$ cat src/rtl/cpu_tx_if.sv
// cpu_tx_if: valid/ready payload channel from a CPU traffic generator toward the NOC.
interface cpu_tx_if;
    logic        data_vld;
    logic        data_rdy;
    logic [63:0] data;
    modport master (output data_vld, data, input data_rdy);
    modport slave  (input data_vld, data, output data_rdy);
endinterface

$ cat src/rtl/cpu_tx.sv
// cpu_tx: emits TRANSACTION_NB sequenced payloads per run through a small FIFO toward the NOC.
module cpu_tx #(
    parameter int          CPU_IDX        = 0,
    parameter int unsigned TRANSACTION_NB = 10,
    parameter int          FIFO_DEPTH     = 4,
    parameter int          GAP_CYCLES     = 0
) (
    input  logic          clk,
    input  logic          rst_n,
    input  logic          start,
    cpu_tx_if.master      noc,
    output logic          busy,
    output logic          done,
    output logic [31:0]   sent_count
);
    localparam int AW = $clog2(FIFO_DEPTH);
    typedef enum logic [1:0] {IDLE, RUN, DRAIN, DONE} state_t;
    state_t      state_q, state_d;
    logic [63:0] mem_q [FIFO_DEPTH];
    logic [AW:0] wr_q, wr_d, rd_q, rd_d;
    logic [31:0] gen_q, gen_d, sent_q, sent_d, gap_q, gap_d;
    logic        empty, full, push, pop, go;
    always_comb begin
        empty   = wr_q == rd_q;
        full    = (wr_q[AW] != rd_q[AW]) && (wr_q[AW-1:0] == rd_q[AW-1:0]);
        go      = start && (state_q == IDLE || state_q == DONE);
        push    = state_q == RUN && gen_q < 32'(TRANSACTION_NB) && !full && gap_q == 0;
        pop     = !empty && noc.data_rdy;
        state_d = state_q;
        gen_d   = gen_q + {31'd0, push};
        sent_d  = sent_q + {31'd0, pop};
        wr_d    = wr_q + {{AW{1'b0}}, push};
        rd_d    = rd_q + {{AW{1'b0}}, pop};
        gap_d   = push ? 32'(GAP_CYCLES) : (gap_q != 0 ? gap_q - 32'd1 : gap_q);
        if (state_q == RUN && gen_q == 32'(TRANSACTION_NB))
            state_d = DRAIN;
        if (state_q == DRAIN && empty)
            state_d = DONE;
        if (go) begin
            state_d = RUN;
            gen_d   = '0;
            sent_d  = '0;
            gap_d   = '0;
            wr_d    = '0;
            rd_d    = '0;
        end
    end
    always_ff @(posedge clk or negedge rst_n) begin
        if (!rst_n) begin
            state_q <= IDLE;
            gen_q   <= '0;
            sent_q  <= '0;
            gap_q   <= '0;
            wr_q    <= '0;
            rd_q    <= '0;
            for (int i = 0; i < FIFO_DEPTH; i++) mem_q[i] <= '0;
        end else begin
            state_q <= state_d;
            gen_q   <= gen_d;
            sent_q  <= sent_d;
            gap_q   <= gap_d;
            wr_q    <= wr_d;
            rd_q    <= rd_d;
            if (push) mem_q[wr_q[AW-1:0]] <= {8'(CPU_IDX), 8'hA5, 16'h0000, gen_q};
        end
    end
    // No bypass: valid only reflects what is already stored.
    assign noc.data_vld = !empty;
    assign noc.data     = mem_q[rd_q[AW-1:0]];
    assign busy         = state_q == RUN || state_q == DRAIN;
    assign done         = state_q == DONE;
    assign sent_count   = sent_q;
endmodule

$ cat src/flat_wrapper.sv
// flat-port wrapper written by rule: the top's interface ports become plain ports
module cpu_tx_flat 
#(
    parameter int          CPU_IDX        = 0,
    parameter int unsigned TRANSACTION_NB = 10,
    parameter int          FIFO_DEPTH     = 4,
    parameter int          GAP_CYCLES     = 0
)
  (clk, rst_n, start, busy, done, sent_count, noc_data_vld, noc_data, noc_data_rdy);
  cpu_tx_if noc_i ();
  input  logic clk;
  input  logic rst_n;
  input  logic start;
  output logic busy;
  output logic done;
  output logic [31:0] sent_count;
  output wire logic [$bits(noc_i.data_vld)-1:0] noc_data_vld;
  output wire logic [$bits(noc_i.data)-1:0] noc_data;
  input wire logic [$bits(noc_i.data_rdy)-1:0] noc_data_rdy;
  assign noc_data_vld = noc_i.data_vld;
  assign noc_data = noc_i.data;
  assign noc_i.data_rdy = noc_data_rdy;
  cpu_tx #(.CPU_IDX(CPU_IDX), .TRANSACTION_NB(TRANSACTION_NB), .FIFO_DEPTH(FIFO_DEPTH), .GAP_CYCLES(GAP_CYCLES)) u_core (.clk(clk), .rst_n(rst_n), .start(start), .noc(noc_i), .busy(busy), .done(done), .sent_count(sent_count));
endmodule
$ cat config.mk
export PLATFORM = sky130hd
export DESIGN_NAME = cpu_tx_flat
export DESIGN_NICKNAME = d
export VERILOG_FILES = /design/src/rtl/cpu_tx_if.sv /design/src/rtl/cpu_tx.sv /design/src/flat_wrapper.sv
export SDC_FILE = /design/constraint.sdc
export NUM_CORES = 1
export LEC_CHECK = 0
export BUFFER_PORTS_ARGS = -buffer_cell sky130_fd_sc_hd__buf_2
export CAP_MARGIN = 20
export CORE_UTILIZATION = 40
export DETAILED_ROUTE_END_ITERATION = 8
export GPL_TIMING_DRIVEN = 0
export PLACE_DENSITY = 0.58
export SLEW_MARGIN = 25
export SYNTH_ARGS = -nofsm -noshare
export SYNTH_HDL_FRONTEND = slang
export SYNTH_SLANG_ARGS = --single-unit
$ cat constraint.sdc
create_clock -name clk -period 7.9 [get_ports clk]
set_input_delay 0.395 -clock clk [delete_from_list [all_inputs] [get_ports clk]]
set_output_delay 0.395 -clock clk [all_outputs]
set_load 0.005 [all_outputs]
==> summary by stage <==
Clock tree
The maximum level of the CTS H-tree is 1. Clock-pin slew was measured on the worst setup and hold paths at roughly 60 ps. The number of clock buffers added by TritonCTS is 27. The clock tree buffer depth is 3. The tree is rooted in a sky130_fd_sc_hd__clkbuf_16. Post-CTS repair changed the size of 0 cells. The number of clock sinks is 236. Clock latency on the worst-skew pair, taken at its later pin, is 540 ps.

TritonCTS built the clock tree.

Place
Detailed placement ended at an HPWL of roughly 14 mm. OpenSTA, run right after detailed placement, puts the worst setup slack at 4040 ps. The placer congestion estimate is ~0.74. The cell count after placement is 1,336. The number of buffers added on ports is 74.

Pwr
Of the total power, registers draw 41.3%. Combinational logic is responsible for between 20 and 25% of the overall power. The static leakage power is just over 0.006 µW. In this run the power density over the cells is a little under 300 nW/µm².

The total net switching power is 1190 µW. The final total power is between 3000 and 4000 µW. The cell-internal power is about 2500 µW.

The clock network burns a little over a third of the power. Of the total power, the share spent switching nets is between 30% and 40%. The largest voltage drop on the vdd net is between 200 and 250 µV.

STA
After layout, the worst path uses 48.8% of the clock period. Timing would allow up to roughly 260 MHz. Measured against its own limit, the worst slew margin works out to 42.7%. The summed negative setup slack over all endpoints is 0 ps.

The total count of hold-check failures in the final report is 0. The worst path meets setup with 4050 ps of slack. Counting I/O delays and the setup requirement, the final critical path takes 3850 ps. The number of endpoints failing setup at the final stage is 0. Setup repair after global routing left no endpoint under its margin. The number of max-slew violations in the final report is 0. For the pin with the worst max-slew slack, the measured transition is approximately 860 ps. For the final database, setup skew stands at 11.5 ps.

Logic synthesis
After synthesis, the cell types taking the most area are sky130_fd_sc_hd__dfrtp_1 56%, sky130_fd_sc_hd__mux4_2 7.0%, sky130_fd_sc_hd__and2_1 3.9%. The total of warnings raised by yosys is 0. The mean cell area of the mapped netlist is 11.8 µm². The cell area after synthesis is 10,600 µm². For this run, the leading register cell type out of synthesis is sky130_fd_sc_hd__dfrtp_1.

Counting flops with a built-in enable in the synthesized netlist gives 0. Of the post-synthesis cell area, the dominant cell type holds between 50% and 60%. In this run, distinct cell masters in the synthesized netlist total 62.

The register bit count reported by yosys is 236. The gate count of the mapped netlist is 898. The post-synthesis cell type with the largest combined area is sky130_fd_sc_hd__dfrtp_1.

By count the netlist is led by 236 x sky130_fd_sc_hd__dfrtp_1, 92 x sky130_fd_sc_hd__nor2_1, 66 x sky130_fd_sc_hd__and2_1. The sequential share of the synthesized area is a little under three fifths. In the synthesized netlist the async set-or-reset flop fraction comes to 100%. The most frequent cell after synthesis is sky130_fd_sc_hd__dfrtp_1.

Setup path
The data arrival time of the worst path is around 4300 ps. STA classifies the critical path endpoint as a flip-flop. The classification of the worst setup path is flip-flop to flip-flop. Setup slack on the worst reg-to-reg path comes out at 4050 ps.

The required time reported for the critical path endpoint is approximately 8300 ps. Of all nets on the critical path, the largest fanout is 8. The sort of element at the start of the critical path is a flip-flop.

Finish
The number of antenna cells inserted is 0. The post-route netlist has between 20 and 25% of its cells at a drive strength greater than 1. The post-layout instance count excluding filler cells is around 1,400. Relative to the synthesized area, the layout overhead comes to 18.3%.

For this run, the post-layout net count is 1,047.

GRT
Global routing finished with a remaining overflow of 0. The number of global-route vias before repair came to 6,896. The wire length of the first global-routing pass is between 30 and 40 mm. Entering global routing, the biggest net connects between 80 and 90 pins.

The initial antenna violation count is 0. The total routing usage reported by global routing is 16.3%.

Detailed routing
For this block, the via count after detailed routing is between 6,000 and 7,000. The detail route stage leaves a number of antenna-violating nets equal to 0. The total routed wirelength is between 20 and 25 mm. The iteration-0 DRC count of the detailed router is ~330. For this run, design rule violations remaining after detail routing come to 0. Dividing the detail-routed wire length by the instance count gives ~15 µm. The pre-antenna-repair detailed-routing pass consisted of 6 iterations. The post-detailed-route via-to-cell ratio is 4.90.

Floorplan
The floorplan step set the die width to ~160 µm. Once the floorplan was initialized, standard cells occupied 40.7% of the core. roughly 100 I/O pins were placed. The number of rows in the core area is between 50 and 60. The die area is 27,100 µm². The floorplan step defined a core boundary enclosing ~26,000 µm². The die outline height is approximately 160 µm.

Worst hold path
The worst hold path belongs to the class input port to flip-flop.

Run status
The run finished with clean final reports.

Job
Max-cap violations in this run came to 0.
-- registers in the layout, summed over array words and instances (netlist names) --
register           cells
u_core.sent_count     32
u_core.wr_q            3
u_core.gap_q          32
u_core.mem_q         132
u_core.rd_q            3
u_core.state_q         2
u_core.gen_q          32
-- repair_timing --
item | in CTS | in global routing
endpoints found under the hold margin | 77 | 0
setup buffers | 0 | 0
hold buffers | 1 | 0
endpoints found under the setup margin | 0 | 0
-- worst paths after layout --
check,cells past startpoint,to,start
worst max-delay path,9,u_core.gen_q[31],u_core.gap_q[25]
worst min-delay path,4,u_core.rd_q[0],noc_data_rdy
worst max register to register,9,u_core.gen_q[31],u_core.gap_q[25]
worst min register to register,1,u_core.mem_q[119],u_core.mem_q[119]
max in group asynchronous,3,u_core.sent_count[14],rst_n
min in group asynchronous,2,u_core.mem_q[220],rst_n
-- stage by stage --
stage / area, µm² / hold WS (ps) / utilization [%]
after floorplan: 10700 / 99.4 / -
after global routing: 12500 / 471 / 48.2
after CTS: 12500 / 416 / 48.2
final: 12500 / 412 / 48.2
after detailed placement: 11500 / 434 / 44.4
after global placement: 11500 / 446 / 44.2
-- critical path, cell delays in order, from the launching register on --
cell and delay (ps):
sky130_fd_sc_hd__dfrtp_1 410, sky130_fd_sc_hd__or4_1 630, sky130_fd_sc_hd__nor3_2 500, sky130_fd_sc_hd__and4_1 340, sky130_fd_sc_hd__ha_1 290, sky130_fd_sc_hd__nand4_1 270
sky130_fd_sc_hd__nor3_1 660, sky130_fd_sc_hd__and4_1 350, sky130_fd_sc_hd__a21oi_1 80, sky130_fd_sc_hd__a31o_2 210
-- power by group through the flow --
stage	registers (µW)	clock network, µW	logic, µW
final	1540	1340	851
after global routing	1570	1420	978
after CTS	1540	1380	869
after detailed placement	1560	0	865
after global placement	1560	0	852
after floorplan	1520	0	645
-- cells by family (layout without fill, tap and decap cells) --
logic type,Yosys count,in the layout,synth area share [%]
adder cells (fa/ha/maj),12,12,1.42
AO/OA/AOI/OAI,46,46,2.71
buffers and inverters,73,199,3.95
other,1,28,0.0354
multiplexers,49,49,8.72
XOR/XNOR,70,70,5.79
flip-flops,236,236,55.8
AND/OR/NAND/NOR,411,411,21.6
-- area by class of cell --
| cell class | count | area [µm²] |
|---|---|---|
| Fill cell | 2417 | 13500 |
| Inverter | 8 | 30.0 |
| Clock buffer | 32 | 724 |
| Tap cell | 335 | 419 |
| Clock inverter | 17 | 246 |
| Buffer | 65 | 388 |
| Timing Repair Buffer | 77 | 445 |
| Multi-Input combinational cell | 616 | 4360 |
| Sequential cell | 236 | 5910 |
-- per-layer routing --
layer	vias to the layer above	track usage [%]	part of all wire, %
met5	-	0	0
met2	90	25.6	46
met3	38	2.03	3.1
li1	3288	-	-
met1	3382	23.9	49
met4	0	4.34	2.0
-- cells in the final DEF, fill, tap and decap left out, types with 27 or more instances in the layout --
cell and instances:
sky130_fd_sc_hd__a21oi_1 27, sky130_fd_sc_hd__buf_4 33, sky130_fd_sc_hd__buf_2 76, sky130_fd_sc_hd__nor2_1 92, sky130_fd_sc_hd__and2_1 66, sky130_fd_sc_hd__nor2b_1 56, sky130_fd_sc_hd__nand2_1 61, sky130_fd_sc_hd__mux4_2 33
sky130_fd_sc_hd__dfrtp_1 236, sky130_fd_sc_hd__nand3_1 28, sky130_fd_sc_hd__clkbuf_16 27, sky130_fd_sc_hd__conb_1 28, sky130_fd_sc_hd__xor2_1 45
Note: power is estimated with default switching activity, not from simulation.
